===== config.mk =====
export PLATFORM = sky130hd
export DESIGN_NAME = mem_port_arbiter
export DESIGN_NICKNAME = d
export VERILOG_FILES = /design/src/rtl/mem_port_arbiter_pkg.sv /design/src/rtl/mem_arb_grant.sv /design/src/rtl/mem_port_arbiter.sv
export SDC_FILE = /design/constraint.sdc
export NUM_CORES = 1
export LEC_CHECK = 0
export BUFFER_PORTS_ARGS = -buffer_cell sky130_fd_sc_hd__buf_4
export CORE_MARGIN = 3
export CORE_UTILIZATION = 42
export DETAILED_ROUTE_END_ITERATION = 10
export PLACE_DENSITY = 0.88
export SLEW_MARGIN = 40
export SYNTH_ARGS = -nofsm -noshare
export SYNTH_HDL_FRONTEND = slang
export SYNTH_SLANG_ARGS = --single-unit

===== constraint.sdc =====
create_clock -name clk -period 4.05 [get_ports clk]
set_clock_uncertainty 0.2 [all_clocks]
set_input_delay 0.405 -clock clk [delete_from_list [all_inputs] [get_ports clk]]
set_output_delay 0.405 -clock clk [all_outputs]
set_load 0.01 [all_outputs]

===== src/rtl/mem_port_arbiter_pkg.sv =====
// Package: mem_port_arbiter_pkg
// Purpose : Shared definitions for the memory port arbiter: MCU op codes,
//           arbiter FSM state encoding, port-owner encoding and the
//           store-class helper used to decide whether a result is returned.
// Contents:
//   mem_op_e    - LDW/LDH/LDB/STB/STH/STW op codes (codes 6 and 7 undefined)
//   arb_state_e - ARB_IDLE / ARB_ACCESS / ARB_RESP
//   arb_owner_e - which port owns the current access (data or fetch)
//   is_store()  - true only for the three defined store op codes
package mem_port_arbiter_pkg;

  typedef enum logic [2:0] {
    OP_LDW = 3'd0,
    OP_LDH = 3'd1,
    OP_LDB = 3'd2,
    OP_STB = 3'd3,
    OP_STH = 3'd4,
    OP_STW = 3'd5
  } mem_op_e;

  typedef enum logic [1:0] {
    ARB_IDLE   = 2'd0,
    ARB_ACCESS = 2'd1,
    ARB_RESP   = 2'd2
  } arb_state_e;

  typedef enum logic {
    OWNER_DATA  = 1'b0,
    OWNER_FETCH = 1'b1
  } arb_owner_e;

  // Undefined codes are deliberately not stores: the MCU reads a word for
  // them and the arbiter hands the result back as a load.
  function automatic logic is_store(input logic [2:0] op);
    return (op == OP_STB) || (op == OP_STH) || (op == OP_STW);
  endfunction

endpackage


===== src/rtl/mem_arb_grant.sv =====
// Module : mem_arb_grant
// Purpose: Turns the fetch/data request pair into a one-hot (or zero) grant.
//          Default build: fixed priority, data wins over fetch.
//          With MEM_ARB_RR_EN defined: round-robin, the port named by rr_ptr
//          wins a tie. A lone requester is always granted.
// Ports  :
//   en      in  1  grants allowed this cycle (arbiter idle, not in reset)
//   if_req  in  1  fetch request
//   d_req   in  1  data request
//   rr_ptr  in  1  tie-break owner (only present with MEM_ARB_RR_EN)
//   if_gnt  out 1  fetch granted
//   d_gnt   out 1  data granted
module mem_arb_grant
  import mem_port_arbiter_pkg::*;
(
  input  logic       en,
  input  logic       if_req,
  input  logic       d_req,
`ifdef MEM_ARB_RR_EN
  input  arb_owner_e rr_ptr,
`endif
  output logic       if_gnt,
  output logic       d_gnt
);

  always_comb begin
    if_gnt = 1'b0;
    d_gnt  = 1'b0;
    if (en) begin
`ifdef MEM_ARB_RR_EN
      if (if_req && d_req) begin
        if (rr_ptr == OWNER_FETCH) begin
          if_gnt = 1'b1;
        end else begin
          d_gnt = 1'b1;
        end
      end else begin
        if_gnt = if_req;
        d_gnt  = d_req;
      end
`else
      d_gnt  = d_req;
      if_gnt = if_req && !d_req;
`endif
    end
  end

endmodule


===== src/rtl/mem_port_arbiter.sv =====
// Module : mem_port_arbiter
// Purpose: Shares the single combinational MCU between the instruction-fetch
//          port and the load/store data port. One request is accepted at a
//          time; the MCU is driven for 1+WAIT_CYCLES cycles, the result is
//          registered and a one-cycle rvalid pulse is returned to the owner.
//          mem_ctl[3] is low whenever no access is in flight.
// Config : MEM_ARB_RR_EN undefined -> fixed priority (data over fetch)
//          MEM_ARB_RR_EN defined   -> round-robin, pointer resets to data
// Params : WAIT_CYCLES extra ACCESS cycles; CNT_W wait counter width
// Ports  :
//   clk, rst                         clock, async active-high reset
//   if_req/if_addr -> if_gnt         fetch request (always LDW)
//   if_rvalid/if_rdata               fetch response
//   d_req/d_op/d_addr/d_wdata -> d_gnt  data request
//   d_rvalid/d_rdata                 data response (rdata 0 for stores)
//   mem_addr/mem_num/mem_ctl         to MCU, mem_ctl = {enable, op}
//   mem_out                          from MCU
//   busy                             arbiter not idle
module mem_port_arbiter
  import mem_port_arbiter_pkg::*;
#(
  parameter int WAIT_CYCLES = 0,
  parameter int CNT_W       = 4
) (
  input  logic        clk,
  input  logic        rst,
  input  logic        if_req,
  input  logic [31:0] if_addr,
  output logic        if_gnt,
  output logic        if_rvalid,
  output logic [31:0] if_rdata,
  input  logic        d_req,
  input  logic [2:0]  d_op,
  input  logic [31:0] d_addr,
  input  logic [31:0] d_wdata,
  output logic        d_gnt,
  output logic        d_rvalid,
  output logic [31:0] d_rdata,
  output logic [31:0] mem_addr,
  output logic [31:0] mem_num,
  output logic [3:0]  mem_ctl,
  input  logic [31:0] mem_out,
  output logic        busy
);

  localparam logic [CNT_W-1:0] WAIT_LOAD = CNT_W'(WAIT_CYCLES);

  arb_state_e       state_q,    state_d;
  arb_owner_e       owner_q,    owner_d;
  logic [2:0]       op_q,       op_d;
  logic [CNT_W-1:0] cnt_q,      cnt_d;
  logic [31:0]      mem_addr_q, mem_addr_d;
  logic [31:0]      mem_num_q,  mem_num_d;
  logic [31:0]      if_rdata_q, if_rdata_d;
  logic [31:0]      d_rdata_q,  d_rdata_d;
  logic [31:0]      result;
  logic             arb_en;

`ifdef MEM_ARB_RR_EN
  arb_owner_e       rr_ptr_q,   rr_ptr_d;
`endif

  // Grants are gated by reset as well as state so that requests held high
  // during reset never appear granted.
  assign arb_en = (state_q == ARB_IDLE) && !rst;

  mem_arb_grant u_grant (
    .en     (arb_en),
    .if_req (if_req),
    .d_req  (d_req),
`ifdef MEM_ARB_RR_EN
    .rr_ptr (rr_ptr_q),
`endif
    .if_gnt (if_gnt),
    .d_gnt  (d_gnt)
  );

  // Stores return zero; everything else (including undefined ops) returns
  // whatever the MCU produced.
  assign result = is_store(op_q) ? 32'h0 : mem_out;

  always_comb begin
    state_d    = state_q;
    owner_d    = owner_q;
    op_d       = op_q;
    cnt_d      = cnt_q;
    mem_addr_d = mem_addr_q;
    mem_num_d  = mem_num_q;
    if_rdata_d = if_rdata_q;
    d_rdata_d  = d_rdata_q;
`ifdef MEM_ARB_RR_EN
    rr_ptr_d   = rr_ptr_q;
`endif
    case (state_q)
      ARB_IDLE: begin
        if (d_gnt) begin
          state_d    = ARB_ACCESS;
          owner_d    = OWNER_DATA;
          op_d       = d_op;
          mem_addr_d = d_addr;
          mem_num_d  = d_wdata;
          cnt_d      = WAIT_LOAD;
`ifdef MEM_ARB_RR_EN
          rr_ptr_d   = OWNER_FETCH;
`endif
        end else if (if_gnt) begin
          state_d    = ARB_ACCESS;
          owner_d    = OWNER_FETCH;
          op_d       = OP_LDW;
          mem_addr_d = if_addr;
          mem_num_d  = 32'h0;
          cnt_d      = WAIT_LOAD;
`ifdef MEM_ARB_RR_EN
          rr_ptr_d   = OWNER_DATA;
`endif
        end
      end
      ARB_ACCESS: begin
        // The MCU is combinational, so its output is sampled on the last
        // cycle of the window rather than the first.
        if (cnt_q != '0) begin
          cnt_d = cnt_q - CNT_W'(1);
        end else begin
          state_d = ARB_RESP;
          if (owner_q == OWNER_DATA) begin
            d_rdata_d = result;
          end else begin
            if_rdata_d = result;
          end
        end
      end
      ARB_RESP: begin
        state_d = ARB_IDLE;
      end
      default: begin
        state_d = ARB_IDLE;
      end
    endcase
  end

  always_ff @(posedge clk or posedge rst) begin
    if (rst) begin
      state_q    <= ARB_IDLE;
      owner_q    <= OWNER_DATA;
      op_q       <= 3'd0;
      cnt_q      <= '0;
      mem_addr_q <= 32'h0;
      mem_num_q  <= 32'h0;
      if_rdata_q <= 32'h0;
      d_rdata_q  <= 32'h0;
`ifdef MEM_ARB_RR_EN
      rr_ptr_q   <= OWNER_DATA;
`endif
    end else begin
      state_q    <= state_d;
      owner_q    <= owner_d;
      op_q       <= op_d;
      cnt_q      <= cnt_d;
      mem_addr_q <= mem_addr_d;
      mem_num_q  <= mem_num_d;
      if_rdata_q <= if_rdata_d;
      d_rdata_q  <= d_rdata_d;
`ifdef MEM_ARB_RR_EN
      rr_ptr_q   <= rr_ptr_d;
`endif
    end
  end

  // mem_ctl decodes straight from the state flop, so an asynchronous reset
  // removes the enable in the same cycle.
  assign mem_ctl   = (state_q == ARB_ACCESS) ? {1'b1, op_q} : 4'b0000;
  assign if_rvalid = (state_q == ARB_RESP) && (owner_q == OWNER_FETCH);
  assign d_rvalid  = (state_q == ARB_RESP) && (owner_q == OWNER_DATA);
  assign busy      = (state_q != ARB_IDLE);
  assign mem_addr  = mem_addr_q;
  assign mem_num   = mem_num_q;
  assign if_rdata  = if_rdata_q;
  assign d_rdata   = d_rdata_q;

endmodule


; ---- Word-level counts from Yosys, hierarchy flattened
; Cells that the tools add are included.
[word_totals]
inputBits = 135
output_inout_bits = 137
wordCells = 57
reg_bits = 138
[op_classes]
n_eq_ne = 8
bitwise = 2
reduce_logical = 18
n_mux = 20
n_addsub = 1
[op_table]
columns = cell, count
row1 = two-way mux 32 bit, 5
row2 = two-way mux 4 bit, 4
row3 = AND reduction 3 bit, 3
row4 = one-hot mux 4 bit (2 select lines), 1
row5 = "== test 3 bit, second input constant", 2
row6 = two-way mux 2 bit, 3
row7 = two-way mux 3 bit, 2
row8 = nonzero test 2 bit, 3
row9 = logical AND 1 bit, 4
row10 = two-way mux 1 bit, 4
row11 = "!= test 2 bit, second input constant", 2
row12 = one-hot mux 2 bit (2 select lines), 1
row13 = AND reduction 2 bit, 2
row14 = nonzero test 4 bit, 1
row15 = "subtractor 4 x 1 -> 4 bit, second input constant", 1
row16 = "== test 3 x 2 -> 1 bit, second input constant", 1
row17 = "!= test 3 bit, second input constant", 1
row18 = "== test 2 x 1 -> 1 bit, second input constant", 1
row19 = "== test 2 bit, second input constant", 1
row20 = zero test 1 bit, 2
row21 = zero test 2 bit, 1
row22 = logical OR 1 bit, 2
row23 = inverter 1 bit, 2

; ---- Depth between registers and ports, before layout
; Gate-level depths: netlist of run 1.
[depth]
word_depth = 6
mapped_depth = 7
depth_no_buf = 5

; ---- Hierarchy
; A second synthesis of run 1 with hierarchy kept.
[unflattened]
hier_cells = 442
hier_area_um2 = 6033.3
[modules_own_cells]
columns = module, instances, seq_area_each_um2, area_each_um2, cells_each
row1 = mem_port_arbiter, 1, 3453.3, 6017.0, 440
row2 = mem_arb_grant, 1, 0.0, 16.3, 2

; ---- Least setup slack after synthesis of run 1
; Ideal clock, no wire load.
[synth_timing]
path_type = reg-to-output
startpoint = register state_q[0]
endpoint = output d_gnt
arrival_ns = 1.444
path_slack_ns = 2.001
path_stages_with_launch = 5
cell_sequence = dfrtp_1 -> or4b_1 -> inv_2 -> buf_2 -> buf_4
[synth_between]
elab_chain_cells = 3
[synth_lines]
columns = element, line_no
row1 = from (decl), mem_port_arbiter.sv:48  ; arb_state_e state_q, state_d;
row2 = from (signal assigned), mem_port_arbiter.sv:155  ; state_q <= state_d;
row3 = zero test 2 bit, mem_port_arbiter.sv:65  ; assign arb_en = (state_q == ARB_IDLE) && !rst;
row4 = logical AND 1 bit, mem_port_arbiter.sv:65
row5 = two-way mux 1 bit, mem_arb_grant.sv:29  ; if (en) begin
row6 = to (decl), mem_port_arbiter.sv:36  ; output logic d_gnt,
; Every way passes these cells.

; ---- Worst setup path in the final report of run 1
[layout_timing]
startpoint = input rst
endpoint = output d_gnt
[layout_between]
elab_chain_cells = 3
[layout_lines]
columns = element, line_no
row1 = from (decl), mem_port_arbiter.sv:26  ; input logic rst,
row2 = zero test 1 bit (no source line), -
row3 = logical AND 1 bit, mem_port_arbiter.sv:65
row4 = two-way mux 1 bit, mem_arb_grant.sv:29
; Every way passes these cells.

==> impl_results.md, run 1 <==
- Status: complete, no violations
- Antenna cell count: 0
- Synth Cell Area: 5950 um2
- Leak: 4.53 nW
- Die area: 15600 um2
- Initial antenna violation count: 0
- MaxCap Viol Count: 0
- DR vias/cell: 5.62
- CTS tree: done
- Seq cells post-synth: 138
- Largest net degree at the start of global routing: 71
- Ports placed on the boundary: 272
- Final-report hold violation count: 0
- Worst VDD drop: 0.367 mV
- Top cells by area, synth: dfrtp_1 (58%), mux2_4 (7.6%), mux2_2 (6.1%)
- Layout cells sized above 1: 0.507
- Slew headroom: 0.459
- R2R Path Start: state_q[0]$_DFFE_PP0P_
- First-pass GRT wire length: 29400 um
- Sequential-to-total area share from yosys stat: 0.580
- Main combinational cell family by area after synthesis: compound AO/OA/AOI/OAI gates
- Worst EP required: 3.44 ns
- CTS sink cnt: 138
- Total CTS buffers: 17
- Ys Warns: 0
- Total number of vias: 5238
- H-tree depth: 4
- Clock Pin Slew Worst Setup and Hold Paths: 0.06 ns
- Commonest non-fill, non-tap cell in the layout: buf_4
- Synth Area in Adders: 0.00420
- R2R Setup Slk: 1.23 ns
- IO buf count: 271
- Startpoint types: input port
- Gr ovfl total: 0
- Root Buffer Master: clkbuf_16
- Yosys cell types: 42
- Total core area: 13600 um2
- Final Critical Period: 3.18 ns
- Starting Density: 0.439
- Worst EP arrival: 2.57 ns
- CP Class: in2out
- Die Wd: 125 um
- Syn Area/Cell: 13.2 um2
- Post-Syn Instances: 452
- Crit path to: d_gnt
- Leading area contributor after synthesis: dfrtp_1
- Die Height: 125 um
- Crit path launch: rst
- PD cells: 811 nW/um2
- Number of global-route vias before repair: 5553
- Unrepaired setup endpoints after global routing: no
- Slew @ Worst Pin: 0.811 ns
- Min-Delay Path Class: in2reg
- Area growth syn-to-layout: 51.9%
- DP Wirelength: 12900 um
- Later-pin clock latency in the skew report: 0.41 ns
- Number of antenna-violating nets in the routed design: 0
- Yosys top cell area share: 0.580
- Row Count: 42
- Reg2reg path depth: 5
- Initial DRC count: 431
- Pins Over Slew Limit: 0
- Syn Nets: 589
- Most frequent cells in the layout: buf_4 (278), dfrtp_1 (138), a22o_1 (35), and3_1 (33)
- Simple-gate share of the synthesized area: 0.0874
- HP Start: d_wdata[7]
- Iteration count of the initial detailed-routing pass: 5
- Fin crit share: 0.784
- RePlAce Congestion: 0.881
- Crit end category: primary output
- Max Fclk: 315 MHz
- Xor/xnor share of the synthesized area: 0
- Design area: 9040 um2
- Post-DP Area: 8110 um2
- Gr usage total: 0.235
- CTS max path bufs: 2
- Routed WL: 19000 um
- Reg2reg end: mem_addr[22]$_DFFE_PP0P_
- Final #Nets: 881
- Endpoints failing setup: 0
- Routed length per instance: 20.4 um
- Setup_tns: 0 ns
- Multiplexer share of the synthesized area: 0.142
- Synth Area in Compound Gates: 0.148
- DRC violations left: 0
- CP max FO: 45
- Post-CTS Setup Bufs: 0
==> registers in the layout, indices dropped and copies added (netlist names) <==
signal,count
d_rdata,32
if_rdata,32
mem_addr,32
mem_num,32
cnt_q,4
op_q,3
state_q,2
owner_q,1
==> synthesized netlist by cell type <==
| master | instances |
|---|---|
| buf_4 | 7 |
| a31oi_1 | 1 |
| and4_1 | 1 |
| o22ai_1 | 5 |
| o211ai_1 | 1 |
| nor3b_1 | 1 |
| nor4b_2 | 1 |
| ha_1 | 2 |
| a21oi_1 | 3 |
| or4b_1 | 1 |
| nor2b_1 | 1 |
| and4b_1 | 1 |
| o2bb2ai_1 | 1 |
| mux2_1 | 2 |
| buf_6 | 4 |
| mux2_4 | 30 |
| o21a_1 | 1 |
| a22o_1 | 35 |
| nand3_1 | 1 |
| a22oi_1 | 30 |
| o21ai_0 | 1 |
| and3b_1 | 1 |
| and3_1 | 33 |
| mux2i_1 | 1 |
| or2_2 | 1 |
| and2_1 | 4 |
| nand3b_1 | 2 |
| nand4b_1 | 1 |
| mux2_2 | 32 |
| nor3_1 | 2 |
| nand2_1 | 31 |
| clkbuf_1 | 23 |
| nand2b_1 | 5 |
| buf_2 | 5 |
| o21ai_1 | 1 |
| inv_2 | 2 |
| a32oi_1 | 30 |
| or3_1 | 1 |
| dfrtp_1 | 138 |
| or3b_2 | 1 |
| nor2_1 | 4 |
| inv_1 | 4 |
==> final cells by class <==
type	instances	area, um2
sequential	138	3450
clock inverter	10	143
timing repair buffer	312	2440
multi-input combinational	269	2290
tap	176	220
clock buffer	21	470
inverter	6	26.3
fill	959	4510
==> worst max-delay path: stages <==
cell and delay [ns]:
dlygate4sd3_1 0.57, buf_4 0.18, or4b_1 0.53, inv_2 0.62, buf_4 0.25
==> worst min path at each step <==
stage	end	slack [ns]	depth (start not counted)
CTS	mem_addr[10]$_DFFE_PP0P_	0.0002	3
finish	mem_num[7]$_DFFE_PP0P_	0.02	2
global placement	state_q[1]$_DFFE_PP0P_	0.27	2
detailed placement	state_q[0]$_DFFE_PP0P_	0.28	2
global route	mem_num[7]$_DFFE_PP0P_	0.008	2
floorplan	cnt_q[0]$_DFFE_PP0P_	0.27	1
==> layer usage <==
metal	up-vias	routed length [um]	GRT usage
li1	2292	-	-
met1	2598	7440	0.284
met2	304	9530	0.394
met3	44	1480	0.0644
met4	0	534	0.107
met5	-	0	0
==> cells by family after synthesis <==
group / Yosys count
adders and majority gates: 2
muxes: 65
AOI/OAI and AO/OA: 109
and+or+nand+nor: 93
buffers and inverters: 45
DFF: 138
==> what timing repair did <==
| item | CTS | global route |
|---|---|---|
| gates resized for setup | 0 | 0 |
| hold endpoints to repair | 44 | 0 |
| hold buffers | 32 | 0 |
==> power breakdown <==
group / total, mW / switching [mW] / internal [mW]
Sequential: 2.60 / 0.532 / 2.07
Combinational: 3.14 / 1.40 / 1.74
Clock: 1.60 / 0.582 / 1.01
Total: 7.34 / 2.52 / 4.82
==> stage by stage <==
step | util | std cells | hold WS, ns | setup WS (ns) | total power [mW]
6_report | 0.667 | 932 | 0.0170 | 0.874 | 7.34
5_1_grt | 0.667 | 932 | 0.00788 | 0.816 | 7.71
4_1_cts | 0.667 | 932 | 0.000188 | 0.902 | 7.36
3_5_place_dp | 0.598 | 869 | 0.276 | 1.46 | 5.67
3_3_place_gp | 0.597 | 868 | 0.267 | 1.47 | 5.51
2_1_floorplan | - | 452 | 0.273 | 1.72 | 4.12
(Power assumes the default switching activity.)
==> run 2: changes to the inputs <==
--- a/config.mk
+++ b/config.mk
@@ -7,9 +7,9 @@
 export LEC_CHECK = 0
 export BUFFER_PORTS_ARGS = -buffer_cell sky130_fd_sc_hd__buf_4
 export CORE_MARGIN = 3
-export CORE_UTILIZATION = 42
+export CORE_UTILIZATION = 47
 export DETAILED_ROUTE_END_ITERATION = 10
-export PLACE_DENSITY = 0.88
+export PLACE_DENSITY = 0.92
 export SLEW_MARGIN = 40
 export SYNTH_ARGS = -nofsm -noshare
 export SYNTH_HDL_FRONTEND = slang
==> constraint.sdc (replaced) <==
create_clock -name clk -period 3.15 [get_ports clk]
set_clock_uncertainty 0.2 [all_clocks]
set_input_delay 0.315 -clock clk [delete_from_list [all_inputs] [get_ports clk]]
set_output_delay 0.315 -clock clk [all_outputs]
set_load 0.01 [all_outputs]
==> run 2 against run 1 <==
Effect of this change:
- die area is 10% lower
- first-iteration DRC count is 24% higher
- routed wire length is 14% higher
- largest power group unchanged
- highest routed layer unchanged
- cell area is 8.1% higher
- worst hold slack better by 0.096 ns
- largest cell class unchanged
==> impl_results.md, run 2 (same netlist as run 1, synthesis figures left out) <==
- Status: complete, no violations
- Reg2reg path depth: 6
- Endpoints failing setup: 0
- Placed Instances: 862
- Fin Hold WS: 0.113 ns
- Setup ws final: 0.110 ns
- Register Area: 3450 um2
- DP Wirelength: 13000 um
- Max incr delay on CP: 0.56 ns
- Initial DRC count: 534
- Most frequent cells in the layout: buf_4 (276), dfrtp_1 (138), dlygate4sd3_1 (98), a22o_1 (35), and3_1 (33)
- Pins Over Slew Limit: 0
- CP most frequent cell: dlygate4sd3_1
- Number of antenna-violating nets in the routed design: 0
- Final Critical Period: 3.04 ns
- Ports placed on the boundary: 272
- Hold Path Sink: d_rdata[22]$_DFFE_PP0P_
- Gr usage total: 0.305
- Later-pin clock latency in the skew report: 0.40 ns
- CTS resizes: 0
- Commonest non-fill, non-tap cell in the layout: buf_4
- Fin cells: 995
- Leak: 4.85 nW
- Layout cells sized above 1: 0.468
- Crit-path slowest cell: dlygate4sd3_1
- Slew headroom: 0.527
- Post-CTS Setup Bufs: 0
- CTS max path bufs: 2
- Final-report hold violation count: 0
- Final #Nets: 949
- Min-Delay Path Class: in2reg
- Design area: 9780 um2
- WHS Path Cells: 3
- Die area: 14100 um2
- DRC violations left: 0
- Total number of vias: 5685
- Worst EP arrival: 3.18 ns
- Die Wd: 119 um
- Area growth syn-to-layout: 64.2%
- Multi-input logic area: 2290 um2
- Slew @ Worst Pin: 0.710 ns
- CTS tree: done
- MaxCap Viol Count: 0
- Pwr Total: 10.0 mW
- R2R Path Start: state_q[0]$_DFFE_PP0P_
- Clock Pin Slew Worst Setup and Hold Paths: 0.06 ns
- Dpl ws: 0.789 ns
- Root Buffer Master: clkbuf_16
- Worst VDD drop: 0.549 mV
- HP Start: mem_out[22]
- CTS sink cnt: 138
- H-tree depth: 4
- Startpoint types: input port
- Initial antenna violation count: 2
- Routed WL: 21600 um
- DR vias/cell: 5.71
- Gr ovfl total: 0
- Row Count: 40
- # fillers: 677
- Max Fclk: 329 MHz
- Total core area: 12200 um2
- Post-DP Area: 8140 um2
- Iteration count of the initial detailed-routing pass: 5
- Routed length per instance: 21.7 um
- Fin crit share: 0.965
- Worst EP required: 3.29 ns
- R2R Setup Slk: 0.17 ns
- Final core occ: 0.801
- CP cell instances: dlygate4sd3_1 > buf_4 > or4b_1 > inv_2 > buf_12 > a22oi_1 > nand2_1 > dlygate4sd3_1
- Setup_tns: 0 ns
- Number of global-route vias before repair: 6048
- Total CTS buffers: 17
- PD cells: 1020 nW/um2
- Die Height: 119 um
- RePlAce Congestion: 0.844
- # hold bufs at CTS: 98
- Starting Density: 0.488
- Reg2reg end: mem_addr[6]$_DFFE_PP0P_
- Unrepaired setup endpoints after global routing: no
- Crit end category: flop
- First-pass GRT wire length: 33900 um
- CP max FO: 40
- IO buf count: 271
- CP Class: in2reg
- Largest net degree at the start of global routing: 61
[run 2: changes by cell type in the layout (fill, tap and decap cells not counted), sizes merged]
cell / change
clkinvlp: -2
diode: +2
inv: +3
buf: +2
dlygate4sd3: +66
[run 2: area by class of cell]
class,instances,share of cell area
clock buffers,21,0.0481
well taps,168,0.0215
repair buffers,380,0.324
inverters,6,0.00269
diodes,2,0.000512
clock inverters,11,0.0164
flip-flops and latches,138,0.353
multi-input cells,269,0.234
[run 2: critical path: cells and delay by family]
family	cells	cell delay, ns
AO/OA/AOI/OAI	1	0.14
AND/OR/NAND/NOR	2	0.69
buffers and inverters	5	2.02
[run 2: how the worst max path moves through the flow]
stage / from / end
2_1_floorplan: rst / cnt_q[0]$_DFFE_PP0P_
3_3_place_gp: state_q[1]$_DFFE_PP0P_ / d_rdata[6]$_DFFE_PP0P_
3_5_place_dp: state_q[1]$_DFFE_PP0P_ / d_rdata[29]$_DFFE_PP0P_
4_1_cts: rst / mem_addr[9]$_DFFE_PP0P_
5_1_grt: rst / mem_addr[25]$_DFFE_PP0P_
6_report: rst / mem_addr[6]$_DFFE_PP0P_
[run 2: per-layer routing]
layer / global-route usage / vias up / part of all wire
li1: - / 2434 / -
met1: 0.364 / 2792 / 0.37
met4: 0.112 / 0 / 0.030
met5: 0 / - / 0
met2: 0.528 / 402 / 0.51
met3: 0.0828 / 57 / 0.087
[run 2: power breakdown]
part / internal [mW] / switching (mW) / total [mW]
sequential: 2.66 / 0.732 / 3.39
clock: 1.32 / 0.768 / 2.09
combinational: 2.56 / 1.98 / 4.53
total: 6.54 / 3.48 / 10.0
